File: src/rtl/audio_pkg.sv
// audio_pkg: shared sample type, saturation limits and drain FSM states for the audio output path
package audio_pkg;
   localparam int SAMPLE_W = 24;
   typedef logic signed [SAMPLE_W-1:0] sample_t;
   localparam sample_t SAMPLE_MAX = 24'h7FFFFF;
   localparam sample_t SAMPLE_MIN = 24'h800000;
   typedef enum logic {IDLE, WRITE} drain_state_t;
endpackage

File: src/rtl/sample_fifo.sv
// sample_fifo: single-clock FIFO of sample_t with registered storage and count
// Ports: clk, reset (sync, active-high); i_push/i_data write the tail; i_pop advances the head;
//        o_head is the registered head entry; o_count/o_full/o_empty derive from the registered count.
module sample_fifo
   import audio_pkg::*;
#(
   parameter int DEPTH_LOG2 = 3
) (
   input  logic                clk,
   input  logic                reset,
   input  logic                i_push,
   input  sample_t             i_data,
   input  logic                i_pop,
   output sample_t             o_head,
   output logic [DEPTH_LOG2:0] o_count,
   output logic                o_full,
   output logic                o_empty
);
   localparam int DEPTH = 1 << DEPTH_LOG2;
   sample_t                 r_mem [DEPTH];
   logic [DEPTH_LOG2-1:0]   r_wr_ptr;
   logic [DEPTH_LOG2-1:0]   r_rd_ptr;
   logic [DEPTH_LOG2:0]     r_count;
   logic                    w_push;
   logic                    w_pop;
   assign o_full  = r_count == (DEPTH_LOG2+1)'(DEPTH);
   assign o_empty = r_count == '0;
   assign w_push  = i_push & ~o_full;
   assign w_pop   = i_pop & ~o_empty;
   assign o_head  = r_mem[r_rd_ptr];
   assign o_count = r_count;
   always_ff @(posedge clk) begin
      if (w_push) r_mem[r_wr_ptr] <= i_data;
   end
   // Pointers wrap naturally at 2^DEPTH_LOG2; count needs the extra bit to represent full.
   always_ff @(posedge clk) begin
      if (reset) begin
         r_wr_ptr <= '0;
         r_rd_ptr <= '0;
         r_count  <= '0;
      end else begin
         if (w_push) r_wr_ptr <= r_wr_ptr + 1'b1;
         if (w_pop) r_rd_ptr <= r_rd_ptr + 1'b1;
         r_count <= r_count + (DEPTH_LOG2+1)'(w_push) - (DEPTH_LOG2+1)'(w_pop);
      end
   end
endmodule

File: src/rtl/audio_out_writer.sv
// audio_out_writer: buffers mono samples and drains them to the CODEC on both channels
// Ports: clk, reset (sync, active-high); i_in_valid/i_in_data/o_in_ready sample input handshake;
//        i_write_ready/o_write CODEC write handshake; o_writedata_left/right output sample (identical);
//        o_level buffered sample count (excludes the output registers); o_overflow sticky drop flag.
// Optional feature: define OUT_GAIN_EN to scale each sample by 2^GAIN_SHIFT with 24-bit saturation.
module audio_out_writer
   import audio_pkg::*;
#(
   parameter int DEPTH_LOG2 = 3,
   parameter int GAIN_SHIFT = 2
) (
   input  logic                clk,
   input  logic                reset,
   input  logic                i_in_valid,
   input  sample_t             i_in_data,
   output logic                o_in_ready,
   input  logic                i_write_ready,
   output logic                o_write,
   output sample_t             o_writedata_left,
   output sample_t             o_writedata_right,
   output logic [DEPTH_LOG2:0] o_level,
   output logic                o_overflow
);
   drain_state_t r_state;
   drain_state_t w_state_nxt;
   sample_t      r_data;
   sample_t      w_head;
   sample_t      w_gain;
   logic         w_full;
   logic         w_empty;
   logic         w_push;
   logic         w_pop;
   logic         r_overflow;
   // Full comes from the registered count, so a same-cycle pop never frees room for a push.
   assign o_in_ready = ~w_full & ~reset;
   assign w_push     = i_in_valid & o_in_ready;
   sample_fifo #(.DEPTH_LOG2(DEPTH_LOG2)) u_fifo (
      .clk     (clk),
      .reset   (reset),
      .i_push  (w_push),
      .i_data  (i_in_data),
      .i_pop   (w_pop),
      .o_head  (w_head),
      .o_count (o_level),
      .o_full  (w_full),
      .o_empty (w_empty)
   );
`ifdef OUT_GAIN_EN
   localparam int WW = SAMPLE_W + GAIN_SHIFT;
   logic signed [WW-1:0] w_wide;
   logic [GAIN_SHIFT:0]  w_top;
   assign w_wide = WW'(w_head) <<< GAIN_SHIFT;
   // The result fits in 24 bits only when every bit above the new sign bit matches it.
   assign w_top  = w_wide[WW-1:SAMPLE_W-1];
   assign w_gain = (&w_top | ~|w_top) ? sample_t'(w_wide[SAMPLE_W-1:0])
                                      : (w_wide[WW-1] ? SAMPLE_MIN : SAMPLE_MAX);
`else
   assign w_gain = w_head;
`endif
   // Pop whenever the output registers are empty (IDLE) or being handed to the CODEC this edge.
   always_comb begin
      w_pop       = ~w_empty & ((r_state == IDLE) | i_write_ready);
      w_state_nxt = (r_state == IDLE) ? (w_empty ? IDLE : WRITE)
                                      : ((i_write_ready & w_empty) ? IDLE : WRITE);
   end
   always_ff @(posedge clk) begin
      if (reset) begin
         r_state    <= IDLE;
         r_data     <= '0;
         r_overflow <= 1'b0;
      end else begin
         r_state <= w_state_nxt;
         if (w_pop) r_data <= w_gain;
         if (i_in_valid & w_full) r_overflow <= 1'b1;
      end
   end
   assign o_write           = r_state == WRITE;
   assign o_writedata_left  = r_data;
   assign o_writedata_right = r_data;
   assign o_overflow        = r_overflow;
endmodule

File: config.mk
export PLATFORM = sky130hd
export DESIGN_NAME = audio_out_writer
export DESIGN_NICKNAME = d
export VERILOG_FILES = /design/src/rtl/audio_pkg.sv /design/src/rtl/sample_fifo.sv /design/src/rtl/audio_out_writer.sv
export SDC_FILE = /design/constraint.sdc
export NUM_CORES = 1
export LEC_CHECK = 0
export CORE_ASPECT_RATIO = 1.75
export CORE_MARGIN = 2
export CORE_UTILIZATION = 47
export CTS_CLUSTER_SIZE = 25
export DETAILED_ROUTE_END_ITERATION = 12
export PLACE_DENSITY = 0.67
export SLEW_MARGIN = 10
export SYNTH_ARGS = -nofsm -noshare
export SYNTH_HDL_FRONTEND = slang
export SYNTH_SLANG_ARGS = --single-unit
File: constraint.sdc
create_clock -name clk -period 4.8 [get_ports clk]
set_input_delay 0.72 -clock clk [delete_from_list [all_inputs] [get_ports clk]]
set_output_delay 0.72 -clock clk [all_outputs]
set_load 0.03 [all_outputs]
==> flow_metrics.tcl <==
set metrics [dict create \
    synth_area_leaders "edfxtp_1 65%, dfxtp_1 8.1%, mux2i_1 5.4%" \
    vias 4536 \
    total_power_mw 6.27 \
    grt.met3_usage_pct 2.35 \
    finClkSkew_ns 0.00816 \
    ant_nets 0 \
    io_buffers 82 \
    grt_use_met2_pct 30.9 \
    synth_cells 514 \
    netlist.area_leader.share_pct 64.9 \
    fin_util_pct 56.5 \
    grt_use_total_pct 16.8 \
    p_switching_mw 2.03 \
    switching_share_pct 32.4 \
    ys_types 36 \
    grt_pass1_wl_um 25700 \
    crit_path_start_kind "flop" \
    rsz0062_at_grt "false" \
    cts_hold_buf 0 \
    holdPathStages 2 \
    grt_pass1_vias 4588 \
    min_path_type "flop to flop" \
    setup_slack_ns 1.86 \
    post-place-ws_ns 1.60 \
    dieHeight_um 186 \
    ioPinCount 83 \
    initial_core_util_pct 47.8 \
    place_inst 797 \
    critical_path_peak_fanout 26 \
    hold_slack_ns 0.496 \
    clk_latency_ns 0.49 \
    viasPerCell 5.45 \
    drv_cap 0 \
    antenna_found_initial 0 \
    netlist_area_um2 8890 \
    drt_iter0_drc 259 \
    synth_edf_count 192 \
    place_area_um2 9760 \
    grt.met1_usage_pct 20.4 \
    cp_data_required_time_ns 5.14 \
    clock_sinks 228 \
    final_max_slew_viol_count 0 \
    timing.fmax_mhz 340 \
    fillers 1437 \
    worstMarginPinSlew_ns 1.19 \
    yosysWarnings 0 \
    crit_path_end_kind "flop" \
    dp_hpwl_um 10400 \
    gr-total-overflow 0 \
    cts_buffer_depth 3 \
    wl_um 16500 \
    ir_drop_mv 0.401 \
    htreeDepth 1 \
    antenna_cells 0 \
    drive_gt1_share_pct 14.3 \
    setup_tns_ns 0 \
    p_clk_share_pct 27.7 \
    synthToLayoutAreaGrowth_pct 18.1 \
    setup_viol 0 \
    root_buffer "clkbuf_16" \
    worstRegToRegCells 12 \
    p_int_mw 4.24 \
    stdcell_count 833 \
    syn_nets 551 \
    cts_setup_buffers 0 \
    avgSynthCellArea_um2 17.3 \
    relSlewSlack_pct 20.7 \
    period_needed_ns 2.94 \
    grt-busiest-layer "met2" \
    cts_inserted_buffers 20 \
    arrival_ns 3.28 \
    drc 0 \
    place_congestion 0.767 \
    final_cell_area_um2 10500 \
    dieWidth_um 108 \
    powerDensity_nw_per_um2 597 \
    yosys_most_used_dff "edfxtp_1" \
    drt_pass1_iterations 4 \
    period_share_pct 61.2 \
    clk_pin_slew_ns 0.07 \
    crit_type "flop to flop" \
    grt_max_degree 61 \
    hold_viol 0 \
    post_cts_resized 0 \
    die-area_um2 20100 \
    status "completed" \
    final_common_cell "edfxtp_1" \
    yosysTopAreaCell "edfxtp_1" \
    ys_seq_area_share_pct 73.0 \
    async_reset_ff_share_pct 0 \
    p_leak_nw 3.46 \
    p_comb_share_pct 31.4 \
    sequentialPowerShare_pct 40.9 \
    wl_per_cell_um 19.9 \
    fp-row-count 66 \
    cts_tree "yes" \
    design.core.area_um2 18600 \
    nNetsFinal 618 \
    final_cell_mix "192 x edfxtp_1, 81 x clkdlybuf4s50_1, 48 x mux2i_1" \
    ys_ff_latch 228 \
]
-- cell type report --
type                    instances  area [µm²]  share of cell area (%)
flip-flops and latches        228        6490                    61.8
inverters                       9        33.8                   0.322
clock buffers                  28         613                    5.84
well taps                     238         298                    2.84
multi-input cells             225        2010                    19.2
repair buffers                 97         928                    8.84
clock inverters                 8         120                    1.14
-- state kept, by name, summed over array words and instances, names as in the netlist --
register and count:
o_overflow 1, o_write 1, o_writedata_left 24, u_fifo.o_count 4, u_fifo.r_mem 192, u_fifo.r_rd_ptr 3, u_fifo.r_wr_ptr 3
-- layer usage --
metal  share of wire, %  vias to the layer above
li1                   -                     2113
met1                 39                     2303
met2                 54                       96
met3                4.3                       24
met4                1.8                        0
met5                  0                        -
-- cells by family (layout without fill, tap and decap cells) --
logic type	Yosys count	count (layout)	synth area share [%]
DFF	228	228	73.0
muxes	72	72	11.7
xor gates and xnor gates	6	6	0.591
adders and majority gates	9	9	1.35
buffers and inverters	61	142	4.76
AOI/OAI and AO/OA	54	54	4.29
and+or+nand+nor	84	84	4.38
-- worst max-delay path, cell delays in order (launching register included) --
cell     delay, ns
dfxtp_1       0.31
inv_1         0.09
ha_1          0.18
or3b_2        0.48
nand2_2       0.51
inv_2         0.07
ha_1          0.28
inv_1         0.05
ha_1          0.16
inv_1         0.06
fa_1          0.39
xor2_1        0.15
nor2_1        0.06
-- power by group through the flow --
stage	Clock (mW)	Sequential (mW)	Combinational, mW
3_5_place_dp	0	2.61	1.98
5_1_grt	1.84	2.59	2.11
2_1_floorplan	0	2.71	1.35
4_1_cts	1.77	2.57	1.99
6_report	1.74	2.56	1.97
3_3_place_gp	0	2.60	1.97
-- cells in the mapped netlist, drive strengths merged (2+ instances only) --
library cell / count
a211oi: 24
a21oi: 3
buf: 47
clkbuf: 5
dfxtp: 36
edfxtp: 192
ha: 8
inv: 9
mux2i: 48
mux4: 24
nand2: 7
nand2b: 5
nor2: 36
nor2b: 2
nor3: 28
o22ai: 24
xnor2: 3
xor2: 3
-- path summary, 6_finish.rpt --
check / to / slack [ns] / from
max: u_fifo.o_count[2] / 1.86 / u_fifo.o_count[2]
min: o_overflow / 0.50 / o_overflow
max reg2reg: u_fifo.o_count[2] / 1.86 / u_fifo.o_count[2]
min reg2reg: o_overflow / 0.50 / o_overflow
Note: power is estimated with default switching activity, not from simulation.
